===== src/rtl/fifo_stack_sched_if.sv =====
// Bundle between fifo_stack_sched and its environment: the two write requesters,
// the byte transmitter and the shared fifo_stack instance.
interface fifo_stack_sched_if #(
    parameter int STACK_WIDTH = 8,
    parameter int LEVEL_W     = 4
);
    // Handshakes: a requester raises REQ with DATA stable and holds both until a
    // one-cycle ACK; dropping REQ earlier withdraws it. TX_START is a one-cycle
    // valid for TX_DATA, issued only while TX_BUSY (the consumer's not-ready) is
    // low. F_SAVE/F_POP/F_RESET are one-cycle strobes issued only while F_BUSY=0.
    logic [STACK_WIDTH-1:0] A_DATA;
    logic                   A_REQ;
    logic                   A_ACK;
    logic [STACK_WIDTH-1:0] B_DATA;
    logic                   B_REQ;
    logic                   B_ACK;
    logic                   FLUSH;
    logic [STACK_WIDTH-1:0] TX_DATA;
    logic                   TX_START;
    logic                   TX_BUSY;
    logic [STACK_WIDTH-1:0] F_I_DATA;
    logic                   F_SAVE;
    logic                   F_POP;
    logic                   F_RESET;
    logic [STACK_WIDTH-1:0] F_O_DATA;
    logic                   F_FULL;
    logic                   F_EMPTY;
    logic                   F_BUSY;
    logic [LEVEL_W-1:0]     LEVEL;

    modport master (
        input  A_DATA, A_REQ, B_DATA, B_REQ, FLUSH, TX_BUSY,
        input  F_O_DATA, F_FULL, F_EMPTY, F_BUSY,
        output A_ACK, B_ACK, TX_DATA, TX_START,
        output F_I_DATA, F_SAVE, F_POP, F_RESET, LEVEL
    );

    modport slave (
        output A_DATA, A_REQ, B_DATA, B_REQ, FLUSH, TX_BUSY,
        output F_O_DATA, F_FULL, F_EMPTY, F_BUSY,
        input  A_ACK, B_ACK, TX_DATA, TX_START,
        input  F_I_DATA, F_SAVE, F_POP, F_RESET, LEVEL
    );
endinterface


===== src/rtl/fifo_stack_sched.sv =====
// Round-robin scheduler sharing one fifo_stack between writers A/B and a byte
// transmitter; one stack operation in flight at a time, with flush priority.
module fifo_stack_sched #(
    parameter int STACK_SIZE  = 15,
    parameter int STACK_WIDTH = 8,
    parameter int LEVEL_W     = 4
) (
    input  logic               clk,
    input  logic               rstn,
    fifo_stack_sched_if.master bus,
    output logic [1:0]         dbg_state
);

    typedef enum logic [1:0] {S_IDLE, S_OP, S_GUARD, S_WAIT} state_t;
    typedef enum logic [1:0] {SEL_A, SEL_B, SEL_RD, SEL_FL} sel_t;

    state_t state_q, state_nx;
    sel_t   rr_ptr_q, op_sel_q, win_sel;
    logic   flush_pend_q;
    logic   elig_a, elig_b, elig_rd, win_valid, issue;

    logic [STACK_WIDTH-1:0] f_i_data_q;
    logic [STACK_WIDTH-1:0] tx_data_q;
    logic [LEVEL_W-1:0]     level_q;

    function automatic sel_t next_ptr(input sel_t s);
        case (s)
            SEL_A:   next_ptr = SEL_B;
            SEL_B:   next_ptr = SEL_RD;
            default: next_ptr = SEL_A;
        endcase
    endfunction

    // Arbitration: flush first, then round-robin starting at the pointer.
    always_comb begin
        elig_a    = bus.A_REQ && !bus.F_FULL;
        elig_b    = bus.B_REQ && !bus.F_FULL;
        elig_rd   = !bus.F_EMPTY && !bus.TX_BUSY;
        win_valid = 1'b0;
        win_sel   = SEL_A;
        if (flush_pend_q) begin
            win_valid = 1'b1;
            win_sel   = SEL_FL;
        end else begin
            case (rr_ptr_q)
                SEL_A: begin
                    if (elig_a)       begin win_valid = 1'b1; win_sel = SEL_A;  end
                    else if (elig_b)  begin win_valid = 1'b1; win_sel = SEL_B;  end
                    else if (elig_rd) begin win_valid = 1'b1; win_sel = SEL_RD; end
                end
                SEL_B: begin
                    if (elig_b)       begin win_valid = 1'b1; win_sel = SEL_B;  end
                    else if (elig_rd) begin win_valid = 1'b1; win_sel = SEL_RD; end
                    else if (elig_a)  begin win_valid = 1'b1; win_sel = SEL_A;  end
                end
                default: begin
                    if (elig_rd)      begin win_valid = 1'b1; win_sel = SEL_RD; end
                    else if (elig_a)  begin win_valid = 1'b1; win_sel = SEL_A;  end
                    else if (elig_b)  begin win_valid = 1'b1; win_sel = SEL_B;  end
                end
            endcase
        end
        issue = (state_q == S_IDLE) && !bus.F_BUSY && !bus.TX_START && win_valid;
    end

    always_ff @(posedge clk) begin
        if (!rstn) begin
            state_q <= S_IDLE;
        end else begin
            state_q <= state_nx;
        end
    end

    always_comb begin
        state_nx = state_q;
        case (state_q)
            S_IDLE:  if (issue) state_nx = S_OP;
            S_OP:    state_nx = S_GUARD;
            S_GUARD: state_nx = S_WAIT;
            S_WAIT:  if (!bus.F_BUSY) state_nx = S_IDLE;
            default: state_nx = S_IDLE;
        endcase
    end

    always_comb begin
        bus.A_ACK    = 1'b0;
        bus.B_ACK    = 1'b0;
        bus.F_SAVE   = 1'b0;
        bus.F_POP    = 1'b0;
        bus.F_RESET  = 1'b0;
        bus.TX_START = 1'b0;
        if (state_q == S_OP) begin
            case (op_sel_q)
                SEL_A:   begin bus.A_ACK = 1'b1; bus.F_SAVE = 1'b1; end
                SEL_B:   begin bus.B_ACK = 1'b1; bus.F_SAVE = 1'b1; end
                SEL_RD:  begin bus.F_POP = 1'b1; bus.TX_START = 1'b1; end
                default: bus.F_RESET = 1'b1;
            endcase
        end
    end

    // Data for the OP cycle is captured on entry so the stack sees it with the strobe.
    always_ff @(posedge clk) begin
        if (!rstn) begin
            rr_ptr_q     <= SEL_A;
            op_sel_q     <= SEL_A;
            flush_pend_q <= 1'b0;
            f_i_data_q   <= '0;
            tx_data_q    <= '0;
            level_q      <= '0;
        end else begin
            if (issue) begin
                op_sel_q <= win_sel;
                if (win_sel != SEL_FL) rr_ptr_q <= next_ptr(win_sel);
                case (win_sel)
                    SEL_A:   f_i_data_q <= bus.A_DATA;
                    SEL_B:   f_i_data_q <= bus.B_DATA;
                    SEL_RD:  tx_data_q  <= bus.F_O_DATA;
                    default: ;
                endcase
            end
            if (state_q == S_OP) begin
                case (op_sel_q)
                    SEL_A, SEL_B: if (level_q != LEVEL_W'(STACK_SIZE)) level_q <= level_q + LEVEL_W'(1);
                    SEL_RD:       if (level_q != '0) level_q <= level_q - LEVEL_W'(1);
                    default:      level_q <= '0;
                endcase
            end
            if (bus.FLUSH) begin
                flush_pend_q <= 1'b1;
            end else if (state_q == S_OP && op_sel_q == SEL_FL) begin
                flush_pend_q <= 1'b0;
            end
        end
    end

    assign bus.F_I_DATA = f_i_data_q;
    assign bus.TX_DATA  = tx_data_q;
    assign bus.LEVEL    = level_q;
    assign dbg_state    = state_q;

endmodule


===== src/flat_wrapper.sv =====
// flat-port wrapper written by rule: the top's interface ports become plain ports
module fifo_stack_sched_flat 
#(
    parameter int STACK_SIZE  = 15,
    parameter int STACK_WIDTH = 8,
    parameter int LEVEL_W     = 4
)
  (clk, rstn, dbg_state, bus_A_DATA, bus_A_REQ, bus_B_DATA, bus_B_REQ, bus_FLUSH, bus_TX_BUSY, bus_F_O_DATA, bus_F_FULL, bus_F_EMPTY, bus_F_BUSY, bus_A_ACK, bus_B_ACK, bus_TX_DATA, bus_TX_START, bus_F_I_DATA, bus_F_SAVE, bus_F_POP, bus_F_RESET, bus_LEVEL);
  fifo_stack_sched_if #(.STACK_WIDTH(STACK_WIDTH), .LEVEL_W(LEVEL_W)) bus_i ();
  input  logic clk;
  input  logic rstn;
  output logic [1:0] dbg_state;
  input wire logic [$bits(bus_i.A_DATA)-1:0] bus_A_DATA;
  input wire logic [$bits(bus_i.A_REQ)-1:0] bus_A_REQ;
  input wire logic [$bits(bus_i.B_DATA)-1:0] bus_B_DATA;
  input wire logic [$bits(bus_i.B_REQ)-1:0] bus_B_REQ;
  input wire logic [$bits(bus_i.FLUSH)-1:0] bus_FLUSH;
  input wire logic [$bits(bus_i.TX_BUSY)-1:0] bus_TX_BUSY;
  input wire logic [$bits(bus_i.F_O_DATA)-1:0] bus_F_O_DATA;
  input wire logic [$bits(bus_i.F_FULL)-1:0] bus_F_FULL;
  input wire logic [$bits(bus_i.F_EMPTY)-1:0] bus_F_EMPTY;
  input wire logic [$bits(bus_i.F_BUSY)-1:0] bus_F_BUSY;
  output wire logic [$bits(bus_i.A_ACK)-1:0] bus_A_ACK;
  output wire logic [$bits(bus_i.B_ACK)-1:0] bus_B_ACK;
  output wire logic [$bits(bus_i.TX_DATA)-1:0] bus_TX_DATA;
  output wire logic [$bits(bus_i.TX_START)-1:0] bus_TX_START;
  output wire logic [$bits(bus_i.F_I_DATA)-1:0] bus_F_I_DATA;
  output wire logic [$bits(bus_i.F_SAVE)-1:0] bus_F_SAVE;
  output wire logic [$bits(bus_i.F_POP)-1:0] bus_F_POP;
  output wire logic [$bits(bus_i.F_RESET)-1:0] bus_F_RESET;
  output wire logic [$bits(bus_i.LEVEL)-1:0] bus_LEVEL;
  assign bus_i.A_DATA = bus_A_DATA;
  assign bus_i.A_REQ = bus_A_REQ;
  assign bus_i.B_DATA = bus_B_DATA;
  assign bus_i.B_REQ = bus_B_REQ;
  assign bus_i.FLUSH = bus_FLUSH;
  assign bus_i.TX_BUSY = bus_TX_BUSY;
  assign bus_i.F_O_DATA = bus_F_O_DATA;
  assign bus_i.F_FULL = bus_F_FULL;
  assign bus_i.F_EMPTY = bus_F_EMPTY;
  assign bus_i.F_BUSY = bus_F_BUSY;
  assign bus_A_ACK = bus_i.A_ACK;
  assign bus_B_ACK = bus_i.B_ACK;
  assign bus_TX_DATA = bus_i.TX_DATA;
  assign bus_TX_START = bus_i.TX_START;
  assign bus_F_I_DATA = bus_i.F_I_DATA;
  assign bus_F_SAVE = bus_i.F_SAVE;
  assign bus_F_POP = bus_i.F_POP;
  assign bus_F_RESET = bus_i.F_RESET;
  assign bus_LEVEL = bus_i.LEVEL;
  fifo_stack_sched #(.STACK_SIZE(STACK_SIZE), .STACK_WIDTH(STACK_WIDTH), .LEVEL_W(LEVEL_W)) u_core (.clk(clk), .rstn(rstn), .bus(bus_i), .dbg_state(dbg_state));
endmodule

===== config.mk =====
export PLATFORM = sky130hd
export DESIGN_NAME = fifo_stack_sched_flat
export DESIGN_NICKNAME = d
export VERILOG_FILES = /design/src/rtl/fifo_stack_sched_if.sv /design/src/rtl/fifo_stack_sched.sv /design/src/flat_wrapper.sv
export SDC_FILE = /design/constraint.sdc
export NUM_CORES = 1
export LEC_CHECK = 0
export BUFFER_PORTS_ARGS = -buffer_cell sky130_fd_sc_hd__buf_2
export CAP_MARGIN = 20
export CORE_ASPECT_RATIO = 1.2
export CORE_MARGIN = 2
export CORE_UTILIZATION = 40
export DETAILED_ROUTE_END_ITERATION = 16
export PLACE_DENSITY = 0.66
export SETUP_SLACK_MARGIN = 0.05
export SYNTH_ARGS = -nofsm -noshare
export SYNTH_HDL_FRONTEND = slang
export SYNTH_SLANG_ARGS = --single-unit

===== constraint.sdc =====
create_clock -name clk -period 3.15 [get_ports clk]
set_clock_uncertainty 0.15 [all_clocks]
set_input_delay 0.315 -clock clk [delete_from_list [all_inputs] [get_ports clk]]
set_output_delay 0.315 -clock clk [all_outputs]
set_load 0.03 [all_outputs]

# Yosys cells after proc, flatten, opt, wreduce, memory -nomap -nowiden
# Index checks and enable logic that the tools add are counted.
[totals] n_memories=0 ram_bits=0 romBits=0 latchBits=0 word_cells=89 reg_bits=27
[op_classes] div=0 bitwise_logic=0 order_cmp=0 n_eq_ne=15 addsub=2 reduce_logical=26 n_mux=39 shifts=0 mul=0
[ops] cell="$mux 1" n=23
[ops] cell="$mux 2" n=8
[ops] cell="$pmux 8 s2" n=1
[ops] cell="$eq 2x2->1 const B" n=5
[ops] cell="$eq 2x1->1 const B" n=4
[ops] cell="$logic_not 2->1" n=4
[ops] cell="$mux 4" n=2
[ops] cell="$pmux 2 s2" n=2
[ops] cell="$pmux 2 s4" n=1
[ops] cell="$pmux 4 s2" n=1
[ops] cell="$reduce_and 2->1" n=4
[ops] cell="$logic_and 1x1->1" n=7
[ops] cell="$ne 2x1->1 const B" n=3
[ops] cell="$logic_not 1->1" n=5
[ops] cell="$add 4x1->4 const B" n=1
[ops] cell="$ne 2x2->1 const B" n=2
[ops] cell="$ne 4x4->1 const B" n=1
[ops] cell="$reduce_bool 2->1" n=2
[ops] cell="$reduce_bool 4->1" n=1
[ops] cell="$sub 4x1->4 const B" n=1
[ops] cell="$reduce_and 3->1" n=1
[ops] cell="$reduce_or 3->1" n=1
[ops] cell="$pmux 1 s2" n=1
[ops] cell="$reduce_or 2->1" n=1

# Depth between registers and ports, before layout
# Gate-level depths: netlist (run 1).
[logic_depth] depth_word=10 ltp_mapped=8 depth_no_buf=7

# Least setup slack after synthesis (run 1)
# No wires, ideal clock.
[synth_timing] path_kind="reg2reg" from="reg u_core.state_q[1], in the netlist u_core.dbg_state[1]" to="reg u_core.f_i_data_q[0], in the netlist u_core.bus.F_I_DATA[0]" path_slack_ps=607 setup_time_ps=140 path_stages_with_launch=9 arrival_ps=2253 path_buffers=2 required_ps=2860 cell_sequence="dfxtp_1 -> inv_1 -> ha_1 -> and3b_1 -> buf_2 -> a2111o_1 -> buf_2 -> a2111oi_0 -> a2111oi_1"
[synth_via] elab_chain_cells=6
[synth_rtl] item="start, declared" line_no="fifo_stack_sched.sv:17" rtl="state_t state_q, state_nx;"
[synth_rtl] item="start signal, assigned" line_no="fifo_stack_sched.sv:70" rtl="state_q <= state_nx;"
[synth_rtl] item="$eq 2x1->1" line_no="fifo_stack_sched.sv:92" rtl="if (state_q == S_OP) begin"
[synth_rtl] item="$mux 1"
[synth_rtl] item="named net bus_F_POP" line_no="flat_wrapper.sv:29" rtl="output wire logic [$bits(bus_i.F_POP)-1:0] bus_F_POP;"
[synth_rtl] item="$logic_not 1->1" line_no="fifo_stack_sched.sv:63" rtl="issue = (state_q == S_IDLE) && !bus.F_BUSY && !bus.TX_START && win_valid;"
[synth_rtl] item="$logic_and 1x1->1 (2 in a row)" line_no="fifo_stack_sched.sv:63"
[synth_rtl] item="$reduce_and 2->1 (no source line)"
[synth_rtl] item="end signal, assigned" line_no="fifo_stack_sched.sv:116" rtl="SEL_A: f_i_data_q <= bus.A_DATA;"
[synth_rtl] item="end signal, assigned" line_no="fifo_stack_sched.sv:117" rtl="SEL_B: f_i_data_q <= bus.B_DATA;"
[synth_rtl] item="end, declared" line_no="fifo_stack_sched.sv:22" rtl="logic [STACK_WIDTH-1:0] f_i_data_q;"
# The timed path passes the listed nets, and every way through them passes these cells.
# A chain may end at the register's enable or synchronous reset.

# Final worst setup path (run 1)
[layout_timing] from="reg u_core.state_q[1], in the netlist u_core.dbg_state[1]" to="reg u_core.f_i_data_q[2], in the netlist u_core.bus.F_I_DATA[2]"
[layout_via] elab_chain_cells=6
[layout_rtl] item="$eq 2x1->1" line_no="fifo_stack_sched.sv:92"
[layout_rtl] item="$mux 1" line_no="fifo_stack_sched.sv:92"
[layout_rtl] item="$logic_not 1->1" line_no="fifo_stack_sched.sv:63"
[layout_rtl] item="$logic_and 1x1->1 * (2 in a row)" line_no="fifo_stack_sched.sv:63"
[layout_rtl] item="$reduce_and 2->1 (no source line) *"
# Mark *: on every way between the ends. The rest lies on a longest branch, timed or not.

==> results of run 1 <==
==> path summary, 6_finish.rpt <==
kind	from	to	slack (ps)	cells past startpoint
setup / recovery	u_core.dbg_state[1]	u_core.bus.F_I_DATA[2]	560	6
hold / removal	bus_FLUSH	u_core.flush_pend_q	110	2
setup reg to reg	u_core.dbg_state[1]	u_core.bus.F_I_DATA[2]	560	6
hold reg to reg	u_core.bus.F_I_DATA[1]	u_core.bus.F_I_DATA[1]	320	2
==> cells in the final DEF, fill, tap and decap left out, types with 4 or more instances in the layout <==
cell | netlist | routed
nand2b_1 | 4 | 4
dfxtp_1 | 27 | 27
nand4_1 | 11 | 11
buf_4 | 1 | 4
nor2_1 | 4 | 4
a2111oi_0 | 8 | 8
nor3_1 | 9 | 9
o31ai_1 | 8 | 8
a21oi_1 | 14 | 14
ha_1 | 7 | 7
o21a_1 | 4 | 4
a2111oi_1 | 8 | 8
buf_2 | 4 | 60
nand2_1 | 7 | 7
inv_1 | 15 | 15
==> layout make-up <==
type                            count  area (um2)
Fill cell                         375        1730
Sequential cell                    27         541
Multi-Input combinational cell    121         891
Inverter                           15        56.3
Clock buffer                        3        41.3
Tap cell                           52        65.1
Clock inverter                      1        5.00
Timing Repair Buffer               64         330
==> power breakdown <==
group	switching [mW]	internal, mW
clock	0.113	0.0889
combinational	0.357	0.202
sequential	0.0625	0.398
total	0.532	0.689
==> layer usage <==
layer,vias up,part of all wire,track usage
met1,696,0.46,0.241
li1,779,-,-
met4,0,0.013,0.0628
met5,-,0,0
met2,57,0.45,0.287
met3,5,0.073,0.0410
==> state kept, by name, summed over array words and instances, names as in the netlist <==
| signal | flops |
|---|---|
| u_core.bus.F_I_DATA | 8 |
| u_core.op_sel_q | 2 |
| u_core.dbg_state | 2 |
| u_core.bus.TX_DATA | 8 |
| u_core.rr_ptr_q | 2 |
| u_core.bus.LEVEL | 4 |
| u_core.flush_pend_q | 1 |
==> metrics by stage <==
stage,hold WS [ps],power (mW),utilization
floorplan,282,0.873,-
global placement,301,1.02,0.514
detailed placement,308,1.03,0.514
CTS,103,1.23,0.527
global route,116,1.30,0.527
finish,107,1.22,0.527
==> cells by family after synthesis <==
logic type / Yosys count / share of synthesized area
mux: 2 / 0.0130
simple gates: 47 / 0.168
compound gates: 63 / 0.322
buf+inv: 26 / 0.0692
flops: 27 / 0.352
xor+xnor: 1 / 0.00570
fa+ha+maj: 8 / 0.0700
==> flow_metrics.tcl, run 1 <==
set metrics [dict create \
    outcome "completed" \
    postLayoutSetupSlackWorst_ps 558 \
    netlist_area_mm2 0.00154 \
    post-route-drc-count 0 \
    die_area_mm2 0.00436 \
    initial_core_util 0.420 \
    core_mm2 0.00366 \
    setup_violations 0 \
    clock_latency_ps 280 \
    vias 1537 \
    min_period_over_period 0.823 \
    yosys.cell_count.top_type "dfxtp_1" \
    grt_pass1_wl_um 6220 \
    drt_iter0_drc 49 \
    layout-drive-gt1-share 0.320 \
    tns_ps 0 \
    synth_top_area_frac 0.352 \
    drt-wirelength-per-cell_um 13.5 \
    yosys-top-cells-area "dfxtp_1, ha_1, a2111oi_1" \
    port_buffers 60 \
    path_class "reg2reg" \
    hold_viol 0 \
    cts_resized 0 \
    ctsHoldBuffers 0 \
    path_max_fanout 21 \
    finalNetCount 273 \
    track_usage 0.181 \
    slew_viol_final 0 \
    ctsHtreeMaxLevel 1 \
    antenna_found_initial 0 \
    grt_pass1_vias 1417 \
    pre_cts_ws_ps 554 \
    period_needed_ps 2590 \
    ys_ff_latch 27 \
    vdd_drop_max_v 0.000215 \
    max_slew_margin 0.528 \
    max_freq_mhz 386 \
    cts_buffer_depth 2 \
    critPathBufInv 1 \
    crit_path_cell_trace "inv_1, ha_1, and3b_1, a2111o_1, a21o_4, a2111oi_1" \
    cts_tree "done" \
    crit_family "compound AO/OA/AOI/OAI gates" \
    cts_setup_buffers 0 \
    dp_hpwl_um 2840 \
    ios 61 \
    drtPass1Iterations 5 \
    start_kind "flip-flop" \
    synth.distinct_cells 44 \
    ys_seq_area_frac 0.352 \
    wl_um 3820 \
    synthFlopType "dfxtp_1" \
    syn_to_final_growth_pct 25.5 \
    cp_slowest_cell "a2111o_1" \
    fin_area_mm2 0.00193 \
    place_area_mm2 0.00188 \
    syn-num-nets 215 \
    grt_overflow 0 \
    final_cells 283 \
    end_kind "flip-flop" \
    placedCellCount 279 \
    leakage_nw 0.860 \
    required_ps 3160 \
    vias_per_cell 5.43 \
    maxCapViolCount 0 \
    n_antenna_cell 0 \
    grt_max_degree 23 \
    cp_slowest_stage_delay_ps 620 \
    worstPathArrival_ps 2610 \
    yosysWarningCount 0 \
    synth-edff-count 0 \
    yosys.area.top_type "dfxtp_1" \
    worst_slew_pin_slew_ps 707 \
    syn_inst 174 \
    power_density_mw_per_mm2 633 \
    die_w_um 60.6 \
    clk_root_buffer_cell "clkbuf_8" \
    synthTopCellsByCount "dfxtp_1, inv_1, a21oi_1" \
    placementRows 24 \
    clk_pin_slew_ps 90 \
    async_flop_share 0 \
    synth_area_per_cell_um2 8.84 \
    rsz0062_at_grt "false" \
    hold_class "in2reg" \
    clkSinkCount 27 \
    globalplace.congestion 0.797 \
    die_h_um 71.9 \
    cts_made_buffers 3 \
    ant_nets 0 \
]
Note: power is estimated with default switching activity, not from simulation.
==> run 2: changes to the inputs <==
--- a/config.mk
+++ b/config.mk
@@ -11,7 +11,7 @@
 export CORE_MARGIN = 2
 export CORE_UTILIZATION = 40
 export DETAILED_ROUTE_END_ITERATION = 16
-export PLACE_DENSITY = 0.66
+export PLACE_DENSITY = 0.69
 export SETUP_SLACK_MARGIN = 0.05
 export SYNTH_ARGS = -nofsm -noshare
 export SYNTH_HDL_FRONTEND = slang
==> constraint.sdc (replaced) <==
create_clock -name clk -period 2.2 [get_ports clk]
set_clock_uncertainty 0.15 [all_clocks]
set_input_delay 0.22 -clock clk [delete_from_list [all_inputs] [get_ports clk]]
set_output_delay 0.22 -clock clk [all_outputs]
set_load 0.03 [all_outputs]
==> run 2 against run 1 <==
Against the previous run: clock-buffer cell count grew 1; cell count grew 5.3%; cell area grew 25%; via count grew 7.7%; clock power grew 42%; critical path depth is the same; combinational power grew 91%; global-route usage grew 1.0 points; hold slack lost 93 ps; non-clock buffer count grew 14; fmax grew 18%; largest cell class unchanged.
==> flow_metrics.tcl, run 2 (synthesis gave the netlist of run 1 again) <==
set metrics [dict create \
    slew_viol_final 0 \
    vias 1655 \
    worst_slew_pin_slew_ps 1040 \
    initial_core_util 0.420 \
    cp_slowest_stage_delay_ps 520 \
    die_area_mm2 0.00436 \
    grt_overflow 0 \
    ant_nets 0 \
    layout_commonest_cell "buf_2" \
    grt_util_met1 0.235 \
    setup_violations 0 \
    globalplace.congestion 0.864 \
    n_antenna_cell 0 \
    reg2reg_slack_ps 10 \
    finalCoreUtilization 0.660 \
    max_slew_margin 0.307 \
    post-route-drc-count 0 \
    clkSinkCount 27 \
    max_freq_mhz 457 \
    cts_buffer_depth 2 \
    grt_use_met3 0.0428 \
    vias_per_cell 5.55 \
    wl_um 4580 \
    start_kind "flip-flop" \
    die_w_um 60.6 \
    core_mm2 0.00366 \
    ctsHtreeMaxLevel 1 \
    hold_viol 0 \
    critPathBufInv 1 \
    maxCapViolCount 0 \
    track_usage 0.191 \
    grt_max_degree 23 \
    power_density_mw_per_mm2 837 \
    finalNetCount 288 \
    path_max_fanout 5 \
    r2r_end "u_core.bus.F_I_DATA[5]" \
    clk_pin_slew_ps 100 \
    grt_pass1_wl_um 6700 \
    timing.rr.start "u_core.dbg_state[1]" \
    holdPathEnd "u_core.flush_pend_q" \
    antenna_found_initial 0 \
    cts_made_buffers 3 \
    die_h_um 71.9 \
    min_period_over_period 0.995 \
    crit_path_cell_trace "inv_4, ha_4, and3b_2, a2111o_2, a21o_4, a2111oi_4" \
    period_needed_ps 2190 \
    clock_latency_ps 270 \
    reg2reg_depth 6 \
    cts_tree "done" \
    mostFrequentLayoutCells "buf_2, dfxtp_1, buf_4" \
    syn_to_final_growth_pct 57.3 \
    drtPass1Iterations 4 \
    vdd_drop_max_v 0.000556 \
    worstPathArrival_ps 2210 \
    required_ps 2220 \
    grt_pass1_vias 1539 \
    drt_iter0_drc 69 \
    clk_root_buffer_cell "clkbuf_8" \
    rsz0062_at_grt "true" \
    grtUsageMet2 0.339 \
    hold_class "in2reg" \
    path_class "reg2reg" \
    ios 61 \
    dp_hpwl_um 3100 \
    port_buffers 60 \
    layout-drive-gt1-share 0.480 \
    drt-wirelength-per-cell_um 15.4 \
    ctsHoldBuffers 0 \
    worstHoldStart "bus_FLUSH" \
    busiest_layer "met2" \
    crit_family "compound AO/OA/AOI/OAI gates" \
    leakage_nw 0.986 \
    outcome "completed" \
    end_kind "flip-flop" \
    placementRows 24 \
    cp_slowest_cell "a2111o_2" \
    power_mw 2.03 \
    holdPathStages 2 \
]
-- run 2: cell types whose count changed in the layout (fill, tap and decap cells not counted), sizes merged --
cell,delta
clkinv,-1
clkbuf,+3
buf,+12
a21o,+1
-- run 2: layout make-up --
cell class	count	area (um2)
fillers	320	1240
multi-input cells	122	1220
flip-flops and latches	27	547
repair buffers	78	483
well taps	52	65.1
inverters	15	58.8
clock buffers	4	45.0
-- run 2: worst max-delay path by stage --
| stage | start | end | slack (ps) | cells after the start |
|---|---|---|---|---|
| finish | u_core.dbg_state[1] | u_core.bus.F_I_DATA[5] | 10 | 6 |
| global route | u_core.dbg_state[1] | u_core.bus.F_I_DATA[3] | -50 | 7 |
| detailed placement | u_core.dbg_state[0] | u_core.bus.F_I_DATA[3] | 100 | 7 |
| floorplan | u_core.dbg_state[1] | u_core.bus.F_I_DATA[2] | 70 | 8 |
| CTS | u_core.dbg_state[0] | u_core.bus.F_I_DATA[3] | 70 | 7 |
| global placement | u_core.dbg_state[1] | u_core.bus.F_I_DATA[0] | 140 | 7 |
-- run 2: power breakdown --
part / internal [mW] / leakage, nW / total, mW / switching (mW)
logic: 0.433 / 0.742 / 1.07 / 0.636
registers: 0.579 / 0.221 / 0.669 / 0.0900
clock network: 0.130 / 0.0228 / 0.287 / 0.157
total: 1.14 / 0.986 / 2.03 / 0.884
-- run 2: what timing repair did --
action,in CTS,in global routing
setup endpoints to repair,0,11
resized for setup,0,34
setup buffers,0,4
-- run 2: metrics by stage --
step	setup slack, ps	setup TNS (ps)	hold WS, ps	cells	instance area (um2)
after detailed placement	95.4	0	291	287	2030
after global placement	142	0	298	287	2030
final	11.0	0	14.2	298	2420
after CTS	70.9	0	13.5	291	2070
after floorplan	72.2	0	187	174	1620
after global routing	-49.4	-250	17.1	298	2420
-- run 2: layer usage --
layer / up-vias / wire length (um)
met5: - / 0
met4: 0 / 30
met3: 4 / 268
met2: 55 / 2370
met1: 783 / 1900
li1: 813 / -
-- run 2: worst register-to-register path, cell delays in order (launching register included) --
cell and delay [ps]:
dfxtp_4 380, inv_4 50, ha_4 160, and3b_2 220
a2111o_2 520, a21o_4 280, a2111oi_4 330
